===== config.mk =====
export PLATFORM = sky130hd
export DESIGN_NAME = bcd_converter_bank_flat
export DESIGN_NICKNAME = d
export VERILOG_FILES = /design/src/rtl/bcd_converter_bank_if.sv /design/src/rtl/bcd_converter_bank.sv /design/src/flat_wrapper.sv
export SDC_FILE = /design/constraint.sdc
export NUM_CORES = 1
export LEC_CHECK = 0
export ABC_AREA = 1
export CAP_MARGIN = 10
export CORE_MARGIN = 5
export CORE_UTILIZATION = 40
export CTS_CLUSTER_SIZE = 28
export DETAILED_ROUTE_END_ITERATION = 6
export PLACE_DENSITY = 0.72
export SLEW_MARGIN = 20
export SYNTH_ARGS = -nofsm -noshare
export SYNTH_HDL_FRONTEND = slang
export SYNTH_SLANG_ARGS = --single-unit

===== constraint.sdc =====
create_clock -name clk_1000hz -period 1.74 [get_ports clk_1000hz]
set_clock_uncertainty 0.2 [all_clocks]
set_input_delay 0.261 -clock clk_1000hz [delete_from_list [all_inputs] [get_ports clk_1000hz]]
set_output_delay 0.261 -clock clk_1000hz [all_outputs]
set_load 0.02 [all_outputs]

===== src/rtl/bcd_converter_bank_if.sv =====
// rtl/bcd_converter_bank_if.sv - request, count and BCD result bundle for bcd_converter_bank
interface bcd_converter_bank_if;
    logic        start;
    logic        busy;
    logic        done;
    logic [7:0]  c9_11;
    logic [7:0]  c9_12;
    logic [7:0]  c9_21;
    logic [7:0]  c9_22;
    logic [7:0]  c4_11;
    logic [7:0]  c4_12;
    logic [7:0]  c4_21;
    logic [7:0]  c4_22;
    logic [11:0] c9_11_d;
    logic [11:0] c9_12_d;
    logic [11:0] c9_21_d;
    logic [11:0] c9_22_d;
    logic [11:0] c4_11_d;
    logic [11:0] c4_12_d;
    logic [11:0] c4_21_d;
    logic [11:0] c4_22_d;

    modport master (
        output start, c9_11, c9_12, c9_21, c9_22, c4_11, c4_12, c4_21, c4_22,
        input  busy, done, c9_11_d, c9_12_d, c9_21_d, c9_22_d,
               c4_11_d, c4_12_d, c4_21_d, c4_22_d
    );

    modport slave (
        input  start, c9_11, c9_12, c9_21, c9_22, c4_11, c4_12, c4_21, c4_22,
        output busy, done, c9_11_d, c9_12_d, c9_21_d, c9_22_d,
               c4_11_d, c4_12_d, c4_21_d, c4_22_d
    );
endinterface


===== src/rtl/bcd_converter_bank.sv =====
// rtl/bcd_converter_bank.sv - eight-channel binary-to-BCD bank with one shared shift-add-3 engine (option: BCD_AUTO_REFRESH_EN)
module bcd_converter_bank (
    input  logic                 clk_1000hz,
    input  logic                 resetn,
    bcd_converter_bank_if.slave  bus
);

    localparam logic [2:0] S_IDLE  = 3'd0;
    localparam logic [2:0] S_LOAD  = 3'd1;
    localparam logic [2:0] S_SHIFT = 3'd2;
    localparam logic [2:0] S_STORE = 3'd3;
    localparam logic [2:0] S_DONE  = 3'd4;

    logic [2:0]  state_q, state_d;
    logic [2:0]  ch_q, ch_d;
    logic [2:0]  bit_q, bit_d;
    logic [19:0] work_q, work_d;
    logic        done_q, done_d;
    logic [7:0]  snap_q [8];
    logic [7:0]  snap_d [8];
    logic [11:0] res_q  [8];
    logic [11:0] res_d  [8];
    logic [11:0] out_q  [8];
    logic [11:0] out_d  [8];
    logic [7:0]  in_w   [8];
    logic        start_eff;

`ifdef BCD_AUTO_REFRESH_EN
    logic unused_start;
    assign unused_start = bus.start;
    assign start_eff    = 1'b1;
`else
    assign start_eff    = bus.start;
`endif

    assign in_w[0] = bus.c9_11;
    assign in_w[1] = bus.c9_12;
    assign in_w[2] = bus.c9_21;
    assign in_w[3] = bus.c9_22;
    assign in_w[4] = bus.c4_11;
    assign in_w[5] = bus.c4_12;
    assign in_w[6] = bus.c4_21;
    assign in_w[7] = bus.c4_22;

    assign bus.busy    = (state_q != S_IDLE);
    assign bus.done    = done_q;
    assign bus.c9_11_d = out_q[0];
    assign bus.c9_12_d = out_q[1];
    assign bus.c9_21_d = out_q[2];
    assign bus.c9_22_d = out_q[3];
    assign bus.c4_11_d = out_q[4];
    assign bus.c4_12_d = out_q[5];
    assign bus.c4_21_d = out_q[6];
    assign bus.c4_22_d = out_q[7];

    // One double-dabble step: correct every BCD nibble >= 5, then shift the whole register
    function automatic logic [19:0] dabble_step(input logic [19:0] w);
        logic [19:0] t;
        t = w;
        for (int i = 0; i < 3; i++) begin
            if (t[8 + 4*i +: 4] >= 4'd5) begin
                t[8 + 4*i +: 4] = t[8 + 4*i +: 4] + 4'd3;
            end
        end
        return {t[18:0], 1'b0};
    endfunction

    // Sequencer: snapshot, convert channel by channel, then publish all results together
    always_comb begin
        state_d = state_q;
        ch_d    = ch_q;
        bit_d   = bit_q;
        work_d  = work_q;
        done_d  = 1'b0;
        snap_d  = snap_q;
        res_d   = res_q;
        out_d   = out_q;
        case (state_q)
            S_IDLE: begin
                if (start_eff) begin
                    snap_d  = in_w;
                    ch_d    = 3'd0;
                    state_d = S_LOAD;
                end
            end
            S_LOAD: begin
                work_d  = {12'd0, snap_q[ch_q]};
                bit_d   = 3'd0;
                state_d = S_SHIFT;
            end
            S_SHIFT: begin
                work_d = dabble_step(work_q);
                if (bit_q == 3'd7) begin
                    state_d = S_STORE;
                end else begin
                    bit_d = bit_q + 3'd1;
                end
            end
            S_STORE: begin
                res_d[ch_q] = work_q[19:8];
                if (ch_q == 3'd7) begin
                    state_d = S_DONE;
                end else begin
                    ch_d    = ch_q + 3'd1;
                    state_d = S_LOAD;
                end
            end
            S_DONE: begin
                out_d   = res_q;
                done_d  = 1'b1;
                state_d = S_IDLE;
            end
            default: begin
                state_d = S_IDLE;
            end
        endcase
    end

    // State registers; reset discards any partial frame and blanks the published outputs
    always_ff @(posedge clk_1000hz) begin
        if (!resetn) begin
            state_q <= S_IDLE;
            ch_q    <= 3'd0;
            bit_q   <= 3'd0;
            work_q  <= 20'd0;
            done_q  <= 1'b0;
            for (int i = 0; i < 8; i++) begin
                snap_q[i] <= 8'd0;
                res_q[i]  <= 12'd0;
                out_q[i]  <= 12'd0;
            end
        end else begin
            state_q <= state_d;
            ch_q    <= ch_d;
            bit_q   <= bit_d;
            work_q  <= work_d;
            done_q  <= done_d;
            snap_q  <= snap_d;
            res_q   <= res_d;
            out_q   <= out_d;
        end
    end

endmodule


===== src/flat_wrapper.sv =====
// flat-port wrapper written by rule: the top's interface ports become plain ports
module bcd_converter_bank_flat 
  (clk_1000hz, resetn, bus_start, bus_c9_11, bus_c9_12, bus_c9_21, bus_c9_22, bus_c4_11, bus_c4_12, bus_c4_21, bus_c4_22, bus_busy, bus_done, bus_c9_11_d, bus_c9_12_d, bus_c9_21_d, bus_c9_22_d, bus_c4_11_d, bus_c4_12_d, bus_c4_21_d, bus_c4_22_d);
  bcd_converter_bank_if bus_i ();
  input  logic clk_1000hz;
  input  logic resetn;
  input wire logic [$bits(bus_i.start)-1:0] bus_start;
  input wire logic [$bits(bus_i.c9_11)-1:0] bus_c9_11;
  input wire logic [$bits(bus_i.c9_12)-1:0] bus_c9_12;
  input wire logic [$bits(bus_i.c9_21)-1:0] bus_c9_21;
  input wire logic [$bits(bus_i.c9_22)-1:0] bus_c9_22;
  input wire logic [$bits(bus_i.c4_11)-1:0] bus_c4_11;
  input wire logic [$bits(bus_i.c4_12)-1:0] bus_c4_12;
  input wire logic [$bits(bus_i.c4_21)-1:0] bus_c4_21;
  input wire logic [$bits(bus_i.c4_22)-1:0] bus_c4_22;
  output wire logic [$bits(bus_i.busy)-1:0] bus_busy;
  output wire logic [$bits(bus_i.done)-1:0] bus_done;
  output wire logic [$bits(bus_i.c9_11_d)-1:0] bus_c9_11_d;
  output wire logic [$bits(bus_i.c9_12_d)-1:0] bus_c9_12_d;
  output wire logic [$bits(bus_i.c9_21_d)-1:0] bus_c9_21_d;
  output wire logic [$bits(bus_i.c9_22_d)-1:0] bus_c9_22_d;
  output wire logic [$bits(bus_i.c4_11_d)-1:0] bus_c4_11_d;
  output wire logic [$bits(bus_i.c4_12_d)-1:0] bus_c4_12_d;
  output wire logic [$bits(bus_i.c4_21_d)-1:0] bus_c4_21_d;
  output wire logic [$bits(bus_i.c4_22_d)-1:0] bus_c4_22_d;
  assign bus_i.start = bus_start;
  assign bus_i.c9_11 = bus_c9_11;
  assign bus_i.c9_12 = bus_c9_12;
  assign bus_i.c9_21 = bus_c9_21;
  assign bus_i.c9_22 = bus_c9_22;
  assign bus_i.c4_11 = bus_c4_11;
  assign bus_i.c4_12 = bus_c4_12;
  assign bus_i.c4_21 = bus_c4_21;
  assign bus_i.c4_22 = bus_c4_22;
  assign bus_busy = bus_i.busy;
  assign bus_done = bus_i.done;
  assign bus_c9_11_d = bus_i.c9_11_d;
  assign bus_c9_12_d = bus_i.c9_12_d;
  assign bus_c9_21_d = bus_i.c9_21_d;
  assign bus_c9_22_d = bus_i.c9_22_d;
  assign bus_c4_11_d = bus_i.c4_11_d;
  assign bus_c4_12_d = bus_i.c4_12_d;
  assign bus_c4_21_d = bus_i.c4_21_d;
  assign bus_c4_22_d = bus_i.c4_22_d;
  bcd_converter_bank u_core (.clk_1000hz(clk_1000hz), .resetn(resetn), .bus(bus_i));
endmodule

# == After elaboration in Yosys (flattened, before gate mapping) ==
# Cells that the tools add are included.
# totals
reg_bits,286
inputBits,67
output_inout_bits,98
wordCells,79
# classes
addsub,5
order_cmp,5
eq_ne,10
mux,20
bitwise,1
n_reduce_logical,9
# ops
operator,n
bitwise mux 96 bit,1
case mux 20 bit (2 select lines),1
demux 12 bit (select 3 bit),1
binary-select mux 8 bit (select 3 bit),1
2-to-1 mux 3 bit,7
2-to-1 mux 8 bit,2
>= comparator 4 x 3 -> 1 bit (second input constant),3
2-to-1 mux 12 bit,1
case mux 3 bit (2 select lines),2
case mux 3 bit (4 select lines),1
== test 3 bit (second input constant),3
adder 4 x 2 -> 4 bit (second input constant),2
2-to-1 mux 4 bit,2
adder 3 x 1 -> 3 bit (second input constant),2
== test 3 x 2 -> 1 bit (second input constant),2
!= test 2 bit (second input constant),3
AND reduction 2 bit,3
>= comparator 4 bit (second input constant),1
less-than comparator 4 x 1 -> 1 bit (second input constant),1
inverter 3 -> 4 bit,1
nonzero test 2 bit,2
adder 3 x 2 -> 3 bit (second input constant),1
== test 3 x 1 -> 1 bit (second input constant),1
logical NOT 3 bit,1
5 further kinds,5

# == Depth between registers and ports, before layout ==
# logic_depth
ltp_word,6
depth_mapped,9
mapped_depth_nobuf,9

# == Worst setup path before layout ==
# OpenSTA, ideal clock, no wires.
# synth_timing
kind,register to register
start,reg u_core.work_q[12]
end,reg u_core.work_q[14]
setup_ns,0.071
arrival_ns,1.370
required_ns,1.469
path_slack_ns,0.100
stages_incl_launch_ff,10
n_path_buf,1
synth_period_minus_slack_ns,1.640
cell_sequence,dfxtp_1 > inv_1 > clkbuf_1 > ha_1 > inv_1 > nand2_1 > nand3_1 > a21oi_1 > o21ai_0 > a21oi_1
# synth_between
elab_chain_len,3
word_cells_on_any_way,4
classes_between,add/sub (1); order compare (1); mux (2)
# synth_rtl
item,line,text
from (decl),bcd_converter_bank.sv:17,"logic [19:0] work_q, work_d;"
from (signal assigned),bcd_converter_bank.sv:136,work_q <= work_d;
adder 4 x 2 -> 4 bit or >= comparator 4 x 3 -> 1 bit (tied branches),"bcd_converter_bank.sv:62, bcd_converter_bank.sv:61",
2-to-1 mux 4 bit *,bcd_converter_bank.sv:61,if (t[8 + 4*i +: 4] >= 4'd5) begin
case mux 20 bit (2 select lines) *,bcd_converter_bank.sv:78,case (state_q)
# Mark *: on every way between the ends. The rest lies on a longest branch, timed or not.
# A chain may end at the register's enable or synchronous reset.

# == Final worst setup path ==
# layout_timing
start,reg u_core.state_q[0]
end,out bus_busy
# layout_between
elab_chain_len,1
# layout_rtl
item,line,text
from (decl),bcd_converter_bank.sv:14,"logic [2:0] state_q, state_d;"
from (signal assigned),bcd_converter_bank.sv:133,state_q <= state_d;
nonzero test 3 bit,bcd_converter_bank.sv:45,assign bus.busy = (state_q != S_IDLE);
to (decl),flat_wrapper.sv:16,output wire logic [$bits(bus_i.busy)-1:0] bus_busy;
# Every way passes these cells.

==> reports/qor.csv <==
stage,metric,value,unit
run_status,status,"finished, violations left",
run_status,violations,negative setup slack,
cells_and_area,fin_area,14200,µm²
worst_setup_path,cp_data_arrival_time,1.30,ns
power_and_ir_drop,switching_share,0.259,
synth,synth-edff-count,0,
detailed_routing,drt_iter0_markers,719,
synth,yosys_warnings,0,
placement,dpl_cell_area,13000,µm²
floorplanning,rows,60,
placement,port_buffers,164,
synth,ys_seq_elements,286,
sta,fin_crit,1.76,ns
grt,grt_pass1_vias,8946,
clock_network,path_clk_slew,0.06,ns
power_and_ir_drop,clock_power_share,0.405,
detailed_routing,detail_route.vias_per_cell,4.98,
power_and_ir_drop,netSwitchingPower,4.22,mW
synth,ys_seq_area_frac,0.530,
clock_network,clk_latency,0.53,ns
power_and_ir_drop,p_comb_frac,0.155,
detailed_routing,wl_per_cell,14.8,µm
synth,synth_nets,1478,
grt,grt_pass1_wl,45.1,mm
clock_network,cts.sinks,286,
placement,dp_worst_setup_slack,-0.0493,ns
detailed_routing,dr.pass1.iters,5,
synth,syn_area_per_cell,7.71,µm²
sta,hold_viol,0,
floorplanning,die_x,174,µm
power_and_ir_drop,power_frac_seq,0.440,
clock_network,clk_path_buf_depth,3,
worst_setup_path,cp.required,1.28,ns
detailed_routing,vias,9589,
floorplanning,start_util,0.403,
worst_setup_path,path_max_fanout,4,
detailed_routing,drcViolationCount,0,
sta,setup_viol,1,
worst_setup_path,critPathLaunchType,flop,
power_and_ir_drop,p_leak,6.11,nW
floorplanning,core,26800,µm²
cells_and_area,nets,1642,
sta,period_share,1.01,
cells_and_area,layout-drive-gt1-share,0.105,
power_and_ir_drop,power,16.3,mW
sta,fmax,569,MHz
clock_network,cts_made_buffers,29,
floorplanning,die_area,30400,µm²
placement,gp_congestion,0.839,
power_and_ir_drop,p_per_area,1150,nW/µm²
clock_network,cts.htree.levels,1,
sta,slew_headroom,0.735,
synth,ys_types,25,
placement,dp_hpwl,18.7,mm
worst_setup_path,path_class,reg2out,
power_and_ir_drop,internal-power,12.1,mW
sta,setup-tns-final,-0.0171,ns
run,maxCapViolations,0,
cells_and_area,final_common_cell,dfxtp_1,
sta,hold_slack,0.154,ns
sta,layout_setup_ws,-0.0171,ns
grt,track_usage,0.175,
synth,yosys_most_used_dff,dfxtp_1,
floorplanning,die_h,174,µm
sta,final-max-slew-violation-count,0,
worst_setup_path,cp-end-kind,primary output,
detailed_routing,routed_wl,28.5,mm
clock_network,cts_tree,built,
floorplanning,pin_count,165,
sta,worstMarginPinSlew,0.396,ns
clock_network,cts_root_buf,clkbuf_16,
cells_and_area,layout_common_cells,"dfxtp_1 (281), nor2_1 (257), o21ai_0 (250)",
cells_and_area,fillCellCount,2535,
cells_and_area,n_antenna_cell,0,
grt,antenna_found_initial,0,
synth,async_reset_ff_frac,0,
grt,grt_overflow,0,
hold_path,hold_class,in2reg,
synth,netlist_area,10800,µm²
detailed_routing,ant_nets,0,
grt,grt_max_degree,111,
sta,rsz0062_at_grt,true,
synth,synth_cells,1401,
cells_and_area,syn2layout_area_growth,31.3,%
power_and_ir_drop,ir_drop,0.694,mV
[stage by stage]
stage               utilization  instances
floorplan                     -       1401
global placement          0.487       1862
detailed placement        0.487       1862
CTS                       0.521       1915
global route              0.530       1927
finish                    0.530       1927
[worst paths after layout]
kind                             startpoint                              to  slack (ns)  cells after the start
max          u_core.state_q[0]$_SDFFE_PN0P_                        bus_busy       -0.02                      4
min                            bus_c9_11[4]  u_core.snap_q[60]$_SDFFE_PN0P_        0.15                      3
max reg2reg  u_core.state_q[1]$_SDFFE_PN0P_    u_core.res_q[9]$_SDFFE_PN0P_        0.05                      9
min reg2reg  u_core.snap_q[38]$_SDFFE_PN0P_  u_core.snap_q[38]$_SDFFE_PN0P_        0.25                      2
[power by group through the flow]
stage | Sequential [mW] | Clock [mW] | Combinational [mW]
after global routing | 7.20 | 7.00 | 2.84
final | 7.16 | 6.59 | 2.53
after global placement | 7.25 | 0 | 2.38
after CTS | 7.13 | 6.72 | 2.45
after floorplan | 7.22 | 0 | 1.55
after detailed placement | 7.27 | 0 | 2.43
[cell type report]
cell class | instances | area [µm²] | share of cell area
clock buffer | 38 | 790 | 0.0556
clock inverter | 14 | 226 | 0.0160
multi-input combinational | 908 | 4280 | 0.302
sequential | 286 | 5740 | 0.404
tap | 341 | 427 | 0.0301
timing repair inverter | 3 | 15.0 | 0.00106
inverter | 109 | 430 | 0.0303
timing repair buffer | 228 | 2290 | 0.161
[Yosys cell counts, types with 10 or more instances]
master | instances | area, µm²
dfxtp_1 | 286 | 5730
nor2_1 | 258 | 968
o21ai_0 | 258 | 1290
a21oi_1 | 164 | 821
nand2_1 | 138 | 518
inv_1 | 92 | 345
clkbuf_1 | 57 | 214
nand3_1 | 42 | 210
buf_2 | 23 | 115
buf_4 | 14 | 105
o21ai_1 | 14 | 70.1
inv_2 | 12 | 45.0
ha_1 | 10 | 125
[flip-flops by register name (all words and copies together) (netlist names)]
register and count:
u_core.bus.c9_12_d 12, u_core.bus.c4_12_d 12, u_core.ch_q 3, u_core.bus.c9_21_d 12
u_core.bus.c4_22_d 12, u_core.res_q 96, u_core.state_q 3, u_core.bus.done 1
u_core.snap_q 64, u_core.bus.c4_11_d 12, u_core.work_q 20, u_core.bus.c9_22_d 12
u_core.bit_q 3, u_core.bus.c4_21_d 12, u_core.bus.c9_11_d 12
[layer usage]
metal,GRT usage,wire length [µm]
met5,0,0
met4,0.0373,482
met3,0.0346,2060
met2,0.288,12900
met1,0.239,13000
[logic make-up (layout without fill, tap and decap cells)]
logic type	count (synthesis)	count (layout)	synth area share
adder cells (fa/ha/maj)	10	10	0.0116
buffers and inverters	207	392	0.0822
flip-flops	286	286	0.530
AO/OA/AOI/OAI	441	441	0.205
XOR/XNOR	1	1	0.000811
AND/OR/NAND/NOR	456	456	0.170
[timing repair]
item,CTS,global route
endpoints found under the setup margin,119,101
gates resized for setup,112,57
hold buffers,1,0
cloned,0,6
buffers inserted,0,6
pin swaps,0,6
hold endpoints to repair,11,0
[critical path, cell delays in order, from the launching register on]
cell and delay [ns]:
dfxtp_4 0.37, nor2_4 0.11, buf_6 0.12, nand2_2 0.05
buf_6 0.13
(Power assumes the default switching activity.)
